**src/rtl/rv_ctrl_pkg.sv**
```systemverilog
// Shared types and encodings for the RV32I multicycle control FSM:
// state enum, opcode constants, immediate-format, ALU-operation and
// datapath-select codes, plus the bundled control-word struct.
package rv_ctrl_pkg;

  typedef enum logic [4:0] {
    S_RST      = 5'd0,
    S_FETCH    = 5'd1,
    S_DECODE   = 5'd2,
    S_MEMADR   = 5'd3,
    S_MEMREAD  = 5'd4,
    S_MEMWB    = 5'd5,
    S_MEMWRITE = 5'd6,
    S_EXECR    = 5'd7,
    S_EXECI    = 5'd8,
    S_ALUWB    = 5'd9,
    S_BRANCH   = 5'd10,
    S_JAL      = 5'd11,
    S_JALR     = 5'd12,
    S_JALR2    = 5'd13,
    S_JLINK    = 5'd14,
    S_LUI      = 5'd15,
    S_AUIPC    = 5'd16,
    S_ILLEGAL  = 5'd17
  } state_t;

  localparam logic [6:0] OP_LOAD  = 7'h03;
  localparam logic [6:0] OP_STORE = 7'h23;
  localparam logic [6:0] OP_RTYPE = 7'h33;
  localparam logic [6:0] OP_ITYPE = 7'h13;
  localparam logic [6:0] OP_BR    = 7'h63;
  localparam logic [6:0] OP_JAL   = 7'h6F;
  localparam logic [6:0] OP_JALR  = 7'h67;
  localparam logic [6:0] OP_LUI   = 7'h37;
  localparam logic [6:0] OP_AUIPC = 7'h17;

  localparam logic [2:0] IMM_I  = 3'b000;
  localparam logic [2:0] IMM_S  = 3'b001;
  localparam logic [2:0] IMM_B  = 3'b010;
  localparam logic [2:0] IMM_J  = 3'b011;
  localparam logic [2:0] IMM_U  = 3'b100;
  localparam logic [2:0] IMM_SH = 3'b101;

  localparam logic [3:0] ALU_ADD  = 4'b0000;
  localparam logic [3:0] ALU_SUB  = 4'b0001;
  localparam logic [3:0] ALU_AND  = 4'b0010;
  localparam logic [3:0] ALU_OR   = 4'b0011;
  localparam logic [3:0] ALU_XOR  = 4'b0100;
  localparam logic [3:0] ALU_SLT  = 4'b0101;
  localparam logic [3:0] ALU_SLTU = 4'b0110;
  localparam logic [3:0] ALU_SLL  = 4'b0111;
  localparam logic [3:0] ALU_SRL  = 4'b1000;
  localparam logic [3:0] ALU_SRA  = 4'b1001;

  localparam logic [1:0] ALUOP_ADD   = 2'b00;
  localparam logic [1:0] ALUOP_SUB   = 2'b01;
  localparam logic [1:0] ALUOP_FUNCT = 2'b10;

  localparam logic [1:0] SRCA_PC    = 2'b00;
  localparam logic [1:0] SRCA_OLDPC = 2'b01;
  localparam logic [1:0] SRCA_RS1   = 2'b10;
  localparam logic [1:0] SRCA_ZERO  = 2'b11;

  localparam logic [1:0] SRCB_RS2  = 2'b00;
  localparam logic [1:0] SRCB_IMM  = 2'b01;
  localparam logic [1:0] SRCB_FOUR = 2'b10;

  localparam logic [1:0] RES_ALUOUT = 2'b00;
  localparam logic [1:0] RES_MEM    = 2'b01;
  localparam logic [1:0] RES_ALU    = 2'b10;

  // One state's worth of control strobes; aluop is resolved to alucontrol
  // by alu_decoder.
  typedef struct packed {
    logic       mem_req;
    logic       memwrite;
    logic       adrsrc;
    logic       irwrite;
    logic       pcwrite;
    logic       regwrite;
    logic [1:0] alusrca;
    logic [1:0] alusrcb;
    logic [1:0] resultsrc;
    logic [2:0] immsrc;
    logic [1:0] aluop;
    logic       retire;
    logic       illegal;
  } ctrl_t;

endpackage

```
**src/rtl/alu_decoder.sv**
```systemverilog
// Combinational ALU operation decoder.
//  aluop     in  2  00=add, 01=sub, 10=decode from funct3/funct7b5
//  funct3    in  3  instr[14:12]
//  funct7b5  in  1  instr[30]
//  op5       in  1  instr[5]; 1 for R-type, so addi never becomes sub
//  alucontrol out 4 ALU operation code
module alu_decoder
  import rv_ctrl_pkg::*;
(
  input  logic [1:0] aluop,
  input  logic [2:0] funct3,
  input  logic       funct7b5,
  input  logic       op5,
  output logic [3:0] alucontrol
);

  always_comb begin
    alucontrol = ALU_ADD;
    case (aluop)
      ALUOP_ADD: alucontrol = ALU_ADD;
      ALUOP_SUB: alucontrol = ALU_SUB;
      ALUOP_FUNCT: begin
        case (funct3)
          3'b000:  alucontrol = (op5 && funct7b5) ? ALU_SUB : ALU_ADD;
          3'b001:  alucontrol = ALU_SLL;
          3'b010:  alucontrol = ALU_SLT;
          3'b011:  alucontrol = ALU_SLTU;
          3'b100:  alucontrol = ALU_XOR;
          // srai/sra share funct7b5 with R-type, so op5 is not consulted here
          3'b101:  alucontrol = funct7b5 ? ALU_SRA : ALU_SRL;
          3'b110:  alucontrol = ALU_OR;
          3'b111:  alucontrol = ALU_AND;
          default: alucontrol = ALU_ADD;
        endcase
      end
      default: alucontrol = ALU_ADD;
    endcase
  end

endmodule

```
**src/rtl/multicycle_controller.sv**
```systemverilog
// Moore control FSM for the RV32I multicycle core.
//  Inputs : clk, rst_n (async active-low), op/funct3/funct7b5 from IR,
//           zero (ALU flag), mem_ready (memory handshake completion).
//  Outputs: mem_req/memwrite/adrsrc (memory), irwrite/pcwrite/regwrite
//           (register enables), alusrca/alusrcb/resultsrc/immsrc/alucontrol
//           (datapath selects), retire (last cycle of instruction),
//           illegal (held while parked in the illegal state).
module multicycle_controller
  import rv_ctrl_pkg::*;
#(
  parameter bit RESET_STATE_IDLE = 1'b1
) (
  input  logic       clk,
  input  logic       rst_n,
  input  logic [6:0] op,
  input  logic [2:0] funct3,
  input  logic       funct7b5,
  input  logic       zero,
  input  logic       mem_ready,
  output logic       mem_req,
  output logic       memwrite,
  output logic       adrsrc,
  output logic       irwrite,
  output logic       pcwrite,
  output logic       regwrite,
  output logic [1:0] alusrca,
  output logic [1:0] alusrcb,
  output logic [1:0] resultsrc,
  output logic [2:0] immsrc,
  output logic [3:0] alucontrol,
  output logic       retire,
  output logic       illegal
);

  localparam state_t RESET_STATE = RESET_STATE_IDLE ? S_RST : S_FETCH;

  state_t     state_q;
  state_t     state_d;
  ctrl_t      ctrl_s;
  logic [3:0] alucontrol_s;

  // State register with asynchronous clear
  always_ff @(posedge clk or negedge rst_n) begin
    if (!rst_n) begin
      state_q <= RESET_STATE;
    end else begin
      state_q <= state_d;
    end
  end

  // Next-state logic; memory states hold until mem_ready
  always_comb begin
    state_d = state_q;
    case (state_q)
      S_RST:      state_d = S_FETCH;
      S_FETCH:    state_d = mem_ready ? S_DECODE : S_FETCH;
      S_DECODE: begin
        case (op)
          OP_LOAD, OP_STORE: state_d = S_MEMADR;
          OP_RTYPE:          state_d = S_EXECR;
          OP_ITYPE:          state_d = S_EXECI;
          // only beq/bne are implemented
          OP_BR:             state_d = (funct3[2:1] == 2'b00) ? S_BRANCH : S_ILLEGAL;
          OP_JAL:            state_d = S_JAL;
          OP_JALR:           state_d = S_JALR;
          OP_LUI:            state_d = S_LUI;
          OP_AUIPC:          state_d = S_AUIPC;
          default:           state_d = S_ILLEGAL;
        endcase
      end
      S_MEMADR:   state_d = op[5] ? S_MEMWRITE : S_MEMREAD;
      S_MEMREAD:  state_d = mem_ready ? S_MEMWB : S_MEMREAD;
      S_MEMWB:    state_d = S_FETCH;
      S_MEMWRITE: state_d = mem_ready ? S_FETCH : S_MEMWRITE;
      S_EXECR:    state_d = S_ALUWB;
      S_EXECI:    state_d = S_ALUWB;
      S_ALUWB:    state_d = S_FETCH;
      S_BRANCH:   state_d = S_FETCH;
      S_JAL:      state_d = S_JLINK;
      S_JALR:     state_d = S_JALR2;
      S_JALR2:    state_d = S_JLINK;
      S_JLINK:    state_d = S_FETCH;
      S_LUI:      state_d = S_ALUWB;
      S_AUIPC:    state_d = S_ALUWB;
      S_ILLEGAL:  state_d = S_ILLEGAL;
      default:    state_d = S_FETCH;
    endcase
  end

  // Output decode from state (plus handshake/zero where strobes must be qualified)
  always_comb begin
    ctrl_s = '0;
    case (state_q)
      S_FETCH: begin
        ctrl_s.mem_req   = 1'b1;
        // IR and PC+4 commit only on the completing cycle
        ctrl_s.irwrite   = mem_ready;
        ctrl_s.pcwrite   = mem_ready;
        ctrl_s.alusrca   = SRCA_PC;
        ctrl_s.alusrcb   = SRCB_FOUR;
        ctrl_s.resultsrc = RES_ALU;
      end
      S_DECODE: begin
        ctrl_s.alusrca = SRCA_OLDPC;
        ctrl_s.alusrcb = SRCB_IMM;
        ctrl_s.immsrc  = (op == OP_JAL) ? IMM_J : IMM_B;
      end
      S_MEMADR: begin
        ctrl_s.alusrca = SRCA_RS1;
        ctrl_s.alusrcb = SRCB_IMM;
        ctrl_s.immsrc  = op[5] ? IMM_S : IMM_I;
      end
      S_MEMREAD: begin
        ctrl_s.mem_req = 1'b1;
        ctrl_s.adrsrc  = 1'b1;
      end
      S_MEMWB: begin
        ctrl_s.resultsrc = RES_MEM;
        ctrl_s.regwrite  = 1'b1;
        ctrl_s.retire    = 1'b1;
      end
      S_MEMWRITE: begin
        ctrl_s.mem_req  = 1'b1;
        ctrl_s.memwrite = 1'b1;
        ctrl_s.adrsrc   = 1'b1;
        ctrl_s.retire   = mem_ready;
      end
      S_EXECR: begin
        ctrl_s.alusrca = SRCA_RS1;
        ctrl_s.alusrcb = SRCB_RS2;
        ctrl_s.aluop   = ALUOP_FUNCT;
      end
      S_EXECI: begin
        ctrl_s.alusrca = SRCA_RS1;
        ctrl_s.alusrcb = SRCB_IMM;
        ctrl_s.immsrc  = (funct3[1:0] == 2'b01) ? IMM_SH : IMM_I;
        ctrl_s.aluop   = ALUOP_FUNCT;
      end
      S_ALUWB: begin
        ctrl_s.resultsrc = RES_ALUOUT;
        ctrl_s.regwrite  = 1'b1;
        ctrl_s.retire    = 1'b1;
      end
      S_BRANCH: begin
        ctrl_s.alusrca   = SRCA_RS1;
        ctrl_s.alusrcb   = SRCB_RS2;
        ctrl_s.aluop     = ALUOP_SUB;
        ctrl_s.resultsrc = RES_ALUOUT;
        // funct3[0] inverts the sense: beq takes on zero, bne on non-zero
        ctrl_s.pcwrite   = zero ^ funct3[0];
        ctrl_s.retire    = 1'b1;
      end
      S_JAL, S_JALR2: begin
        ctrl_s.resultsrc = RES_ALUOUT;
        ctrl_s.pcwrite   = 1'b1;
      end
      S_JALR: begin
        ctrl_s.alusrca = SRCA_RS1;
        ctrl_s.alusrcb = SRCB_IMM;
        ctrl_s.immsrc  = IMM_I;
      end
      S_JLINK: begin
        ctrl_s.alusrca   = SRCA_OLDPC;
        ctrl_s.alusrcb   = SRCB_FOUR;
        ctrl_s.resultsrc = RES_ALU;
        ctrl_s.regwrite  = 1'b1;
        ctrl_s.retire    = 1'b1;
      end
      S_LUI, S_AUIPC: begin
        ctrl_s.alusrca = (state_q == S_LUI) ? SRCA_ZERO : SRCA_OLDPC;
        ctrl_s.alusrcb = SRCB_IMM;
        ctrl_s.immsrc  = IMM_U;
      end
      S_ILLEGAL: ctrl_s.illegal = 1'b1;
      default:   ctrl_s = '0;
    endcase
  end

  alu_decoder u_alu_decoder (
    .aluop      (ctrl_s.aluop),
    .funct3     (funct3),
    .funct7b5   (funct7b5),
    .op5        (op[5]),
    .alucontrol (alucontrol_s)
  );

  // Gating with rst_n drops mem_req at once when reset asserts mid-transaction
  always_comb begin
    if (rst_n) begin
      mem_req    = ctrl_s.mem_req;
      memwrite   = ctrl_s.memwrite;
      adrsrc     = ctrl_s.adrsrc;
      irwrite    = ctrl_s.irwrite;
      pcwrite    = ctrl_s.pcwrite;
      regwrite   = ctrl_s.regwrite;
      alusrca    = ctrl_s.alusrca;
      alusrcb    = ctrl_s.alusrcb;
      resultsrc  = ctrl_s.resultsrc;
      immsrc     = ctrl_s.immsrc;
      alucontrol = alucontrol_s;
      retire     = ctrl_s.retire;
      illegal    = ctrl_s.illegal;
    end else begin
      mem_req    = 1'b0;
      memwrite   = 1'b0;
      adrsrc     = 1'b0;
      irwrite    = 1'b0;
      pcwrite    = 1'b0;
      regwrite   = 1'b0;
      alusrca    = 2'b00;
      alusrcb    = 2'b00;
      resultsrc  = 2'b00;
      immsrc     = 3'b000;
      alucontrol = 4'b0000;
      retire     = 1'b0;
      illegal    = 1'b0;
    end
  end

endmodule

```
**config.mk**
```make
export PLATFORM = sky130hd
export DESIGN_NAME = multicycle_controller
export DESIGN_NICKNAME = d
export VERILOG_FILES = /design/src/rtl/rv_ctrl_pkg.sv /design/src/rtl/alu_decoder.sv /design/src/rtl/multicycle_controller.sv
export SDC_FILE = /design/constraint.sdc
export NUM_CORES = 1
export LEC_CHECK = 0
export CAP_MARGIN = 20
export CORE_ASPECT_RATIO = 0.75
export CORE_MARGIN = 2
export CORE_UTILIZATION = 30
export DETAILED_ROUTE_END_ITERATION = 16
export PLACE_DENSITY = 0.55
export SYNTH_ARGS = -nofsm -noshare
export SYNTH_HDL_FRONTEND = slang
export SYNTH_SLANG_ARGS = --single-unit
```
**constraint.sdc**
```tcl
create_clock -name clk -period 1.8 [get_ports clk]
set_input_delay 0.36 -clock clk [delete_from_list [all_inputs] [get_ports clk]]
set_output_delay 0.36 -clock clk [all_outputs]
set_load 0.02 [all_outputs]
```
==> results.sh <==
export IMPL_htreeDepth=1
export IMPL_hold_viol=0
export IMPL_cts_hold_buf=0
export IMPL_yosys_warnings=0
export IMPL_cts_made_buffers=3
export IMPL_drt_wirelength_per_cell_um=14.5
export IMPL_chipWidth_um=72.8
export IMPL_slew_viol_final=0
export IMPL_vdd_drop_max_mv=0.507
export IMPL_num_antenna_cells=0
export IMPL_via_per_inst=5.19
export IMPL_syn_nets=176
export IMPL_grt_pass1_vias=1441
export IMPL_path_cells="and2b_2, nand3_2, a21oi_4, inv_1, ha_2, a31oi_4, nor3b_4, buf_6"
export IMPL_initial_utilization_pct=32.0
export IMPL_ys_seq_area_share_pct=11.7
export IMPL_worst_slew_pin_slew_ns=0.341
export IMPL_top_regs="state_q x5"
export IMPL_grt_pass1_wl_um=6640
export IMPL_die_h_um=55.6
export IMPL_p_clk_share_pct=8.6
export IMPL_required_ns=1.44
export IMPL_pwr_share_seq_pct=9.7
export IMPL_hold_slack_ns=0.320
export IMPL_track_usage_pct=20.2
export IMPL_insertion_delay_ns=0.22
export IMPL_overflow=0
export IMPL_clock_root_buffer="clkbuf_8"
export IMPL_switching_share_pct=45.5
export IMPL_syn_inst=159
export IMPL_max_slew_margin_pct=77.0
export IMPL_p_int_w=0.00135
export IMPL_clkTransAtPathRegs_ns=0.04
export IMPL_critical_path_arrival_ns=1.72
export IMPL_io_pin_count=36
export IMPL_largest_reg_flops=5
export IMPL_port_buffers=35
export IMPL_cts_tree="built"
export IMPL_asyncSetResetFlopFracSynth_pct=100
export IMPL_endpoint_kind="output port"
export IMPL_p_per_area_mw_per_mm2=1180
export IMPL_drc=0
export IMPL_synth_edf_count=0
export IMPL_regMostFlops="state_q"
export IMPL_dr_pass1_iters=4
export IMPL_cp_slowest_cell="dfrtp_1"
export IMPL_clock_skew_ns=0.00116
export IMPL_violations="negative setup slack"
export IMPL_rows=18
export IMPL_drv_cap=0
export IMPL_synth_area_mm2=0.00107
export IMPL_pwr_share_comb_pct=81.7
export IMPL_worst_path_largest_cell_delay_ns=0.39
export IMPL_regToRegSetupSlack_ns=0.14
export IMPL_startpoint_type="register"
export IMPL_yosysTopAreaCellShare_pct=11.7
export IMPL_die_area_mm2=0.00405
export IMPL_switchingPower_w=0.00113
export IMPL_gp_congestion=0.829
export IMPL_nets=268
export IMPL_cp_max_fo=3
export IMPL_rsz0062_at_grt="true"
export IMPL_synth_cell_types=50
export IMPL_antenna_found_initial=0
export IMPL_vias=1505
export IMPL_fin_crit_ns=2.08
export IMPL_ant_nets=0
export IMPL_drtIter0Drc=152
export IMPL_core_region_area_mm2=0.00333
export IMPL_area_growth_pct=96.9
export IMPL_ys_flop_type="dfrtp_1"
export IMPL_hp_class="input port to async pin"
export IMPL_clock_sinks=5
export IMPL_drive_gt1_share_pct=52.8
export IMPL_setup_slack_ns=-0.276
export IMPL_avgSynthCellArea_um2=6.70
export IMPL_grt_max_degree=21
export IMPL_setup_violations_final=18
export IMPL_post_route_period_util_pct=115
export IMPL_ys_ff_latch=5
export IMPL_outcome="complete, but fails checks"
export IMPL_dp_hpwl_um=3010
export IMPL_p_leak_nw=1.00
export IMPL_wirelength_um=4200
export IMPL_clockBufferDepth=2
export IMPL_place_ws_ns=-0.795
export IMPL_crit_type="register to output port"
export IMPL_synth_area_leaders="dfrtp_1 12%, nand2_1 9.2%, nor2_1 6.0%"
export IMPL_fmax_ghz=0.482
export IMPL_yosys_area_top_type="dfrtp_1"
cell type report:
type | count | area (um^2)
Clock buffer | 4 | 45.0
Tap cell | 40 | 50.0
Inverter | 5 | 21.3
Timing Repair Buffer | 98 | 821
Sequential cell | 5 | 129
Multi-Input combinational cell | 138 | 1030
Fill cell | 295 | 1230
worst paths after layout:
| check | start | end | cells after the start |
|---|---|---|---|
| worst max-delay path | state_q[3]$_DFF_PN0_ | alucontrol[0] | 8 |
| worst min-delay path | rst_n | state_q[3]$_DFF_PN0_ | 2 |
| worst max register to register | state_q[1]$_DFF_PN0_ | state_q[1]$_DFF_PN0_ | 8 |
| worst min register to register | state_q[2]$_DFF_PN0_ | state_q[0]$_DFF_PN0_ | 2 |
| max in group asynchronous | rst_n | state_q[2]$_DFF_PN0_ | 2 |
| min in group clk | op[5] | state_q[2]$_DFF_PN0_ | 4 |
power by group through the flow:
stage | Combinational [W] | Clock [W] | Sequential (W)
CTS | 0.00171 | 0.000215 | 0.000229
finish | 0.00202 | 0.000212 | 0.000241
global placement | 0.00153 | 0 | 0.000218
detailed placement | 0.00156 | 0 | 0.000218
floorplan | 0.000954 | 0 | 0.000182
global route | 0.00217 | 0.000224 | 0.000247
cell families (layout without fill, tap and decap cells):
| logic type | after synthesis | in the layout | share of synthesized area (%) |
|---|---|---|---|
| XOR/XNOR | 3 | 3 | 2.47 |
| multiplexers | 3 | 3 | 2.93 |
| flip-flops | 5 | 5 | 11.7 |
| buffers and inverters | 16 | 107 | 10.9 |
| AO/OA/AOI/OAI | 42 | 42 | 25.6 |
| adder cells (fa/ha/maj) | 2 | 2 | 2.35 |
| AND/OR/NAND/NOR | 88 | 88 | 44.0 |
cells in the mapped netlist (2+ instances only):
master	number
a21boi_0	2
a21oi_1	11
a22oi_1	2
a31oi_1	3
and2_1	2
and2b_1	2
and3_1	3
buf_2	2
buf_4	5
buf_6	2
clkbuf_8	2
dfrtp_1	5
ha_1	2
inv_1	4
mux2i_1	2
nand2_1	26
nand2b_1	3
nand3_1	7
nand4_1	2
nor2_1	17
nor2_2	2
nor2b_1	9
nor3_1	4
o21ai_0	9
o22ai_1	4
xor2_1	3
repair_timing:
action,CTS,global route
buffers inserted,5,10
pin swaps,12,9
endpoints found under the setup margin,21,22
hold endpoints to repair,0,0
gates resized for setup,132,30
metal layers:
| metal | up-vias | share of wire (%) | GRT usage, % |
|---|---|---|---|
| met4 | 0 | 1.0 | 1.59 |
| met5 | - | 0 | 0 |
| met2 | 44 | 48 | 33.5 |
| met1 | 704 | 47 | 28.8 |
| met3 | 6 | 4.1 | 2.90 |
| li1 | 751 | - | - |
cell usage in the layout (no fill, tap or decap), drive strengths merged, types with 5 or more instances in the layout:
cell           count
a21oi             11
buf               84
clkdlybuf4s50     10
dfrtp              5
inv                5
nand2             26
nand3              7
nor2              19
nor2b             10
nor3               5
o21ai             10
worst max-delay path: cells and delay by family, from the launching register on:
family	cells	cell delay [ns]
adders and majority gates	1	0.18
AOI/OAI and AO/OA	2	0.33
DFF	1	0.39
buffers and inverters	2	0.20
and+or+nand+nor	3	0.40
through the flow:
step	cells	util (%)	area (um^2)	TNS [ns]	power (W)
after floorplan	159	-	1160	-0.0963	0.00114
after global placement	272	54.5	1820	-11.12	0.00175
after detailed placement	272	54.5	1820	-11.78	0.00178
after CTS	281	57.8	1930	-2.40	0.00215
after global routing	290	63.0	2100	-4.51	0.00264
final	290	63.0	2100	-3.10	0.00247
(Power assumes the default switching activity.)
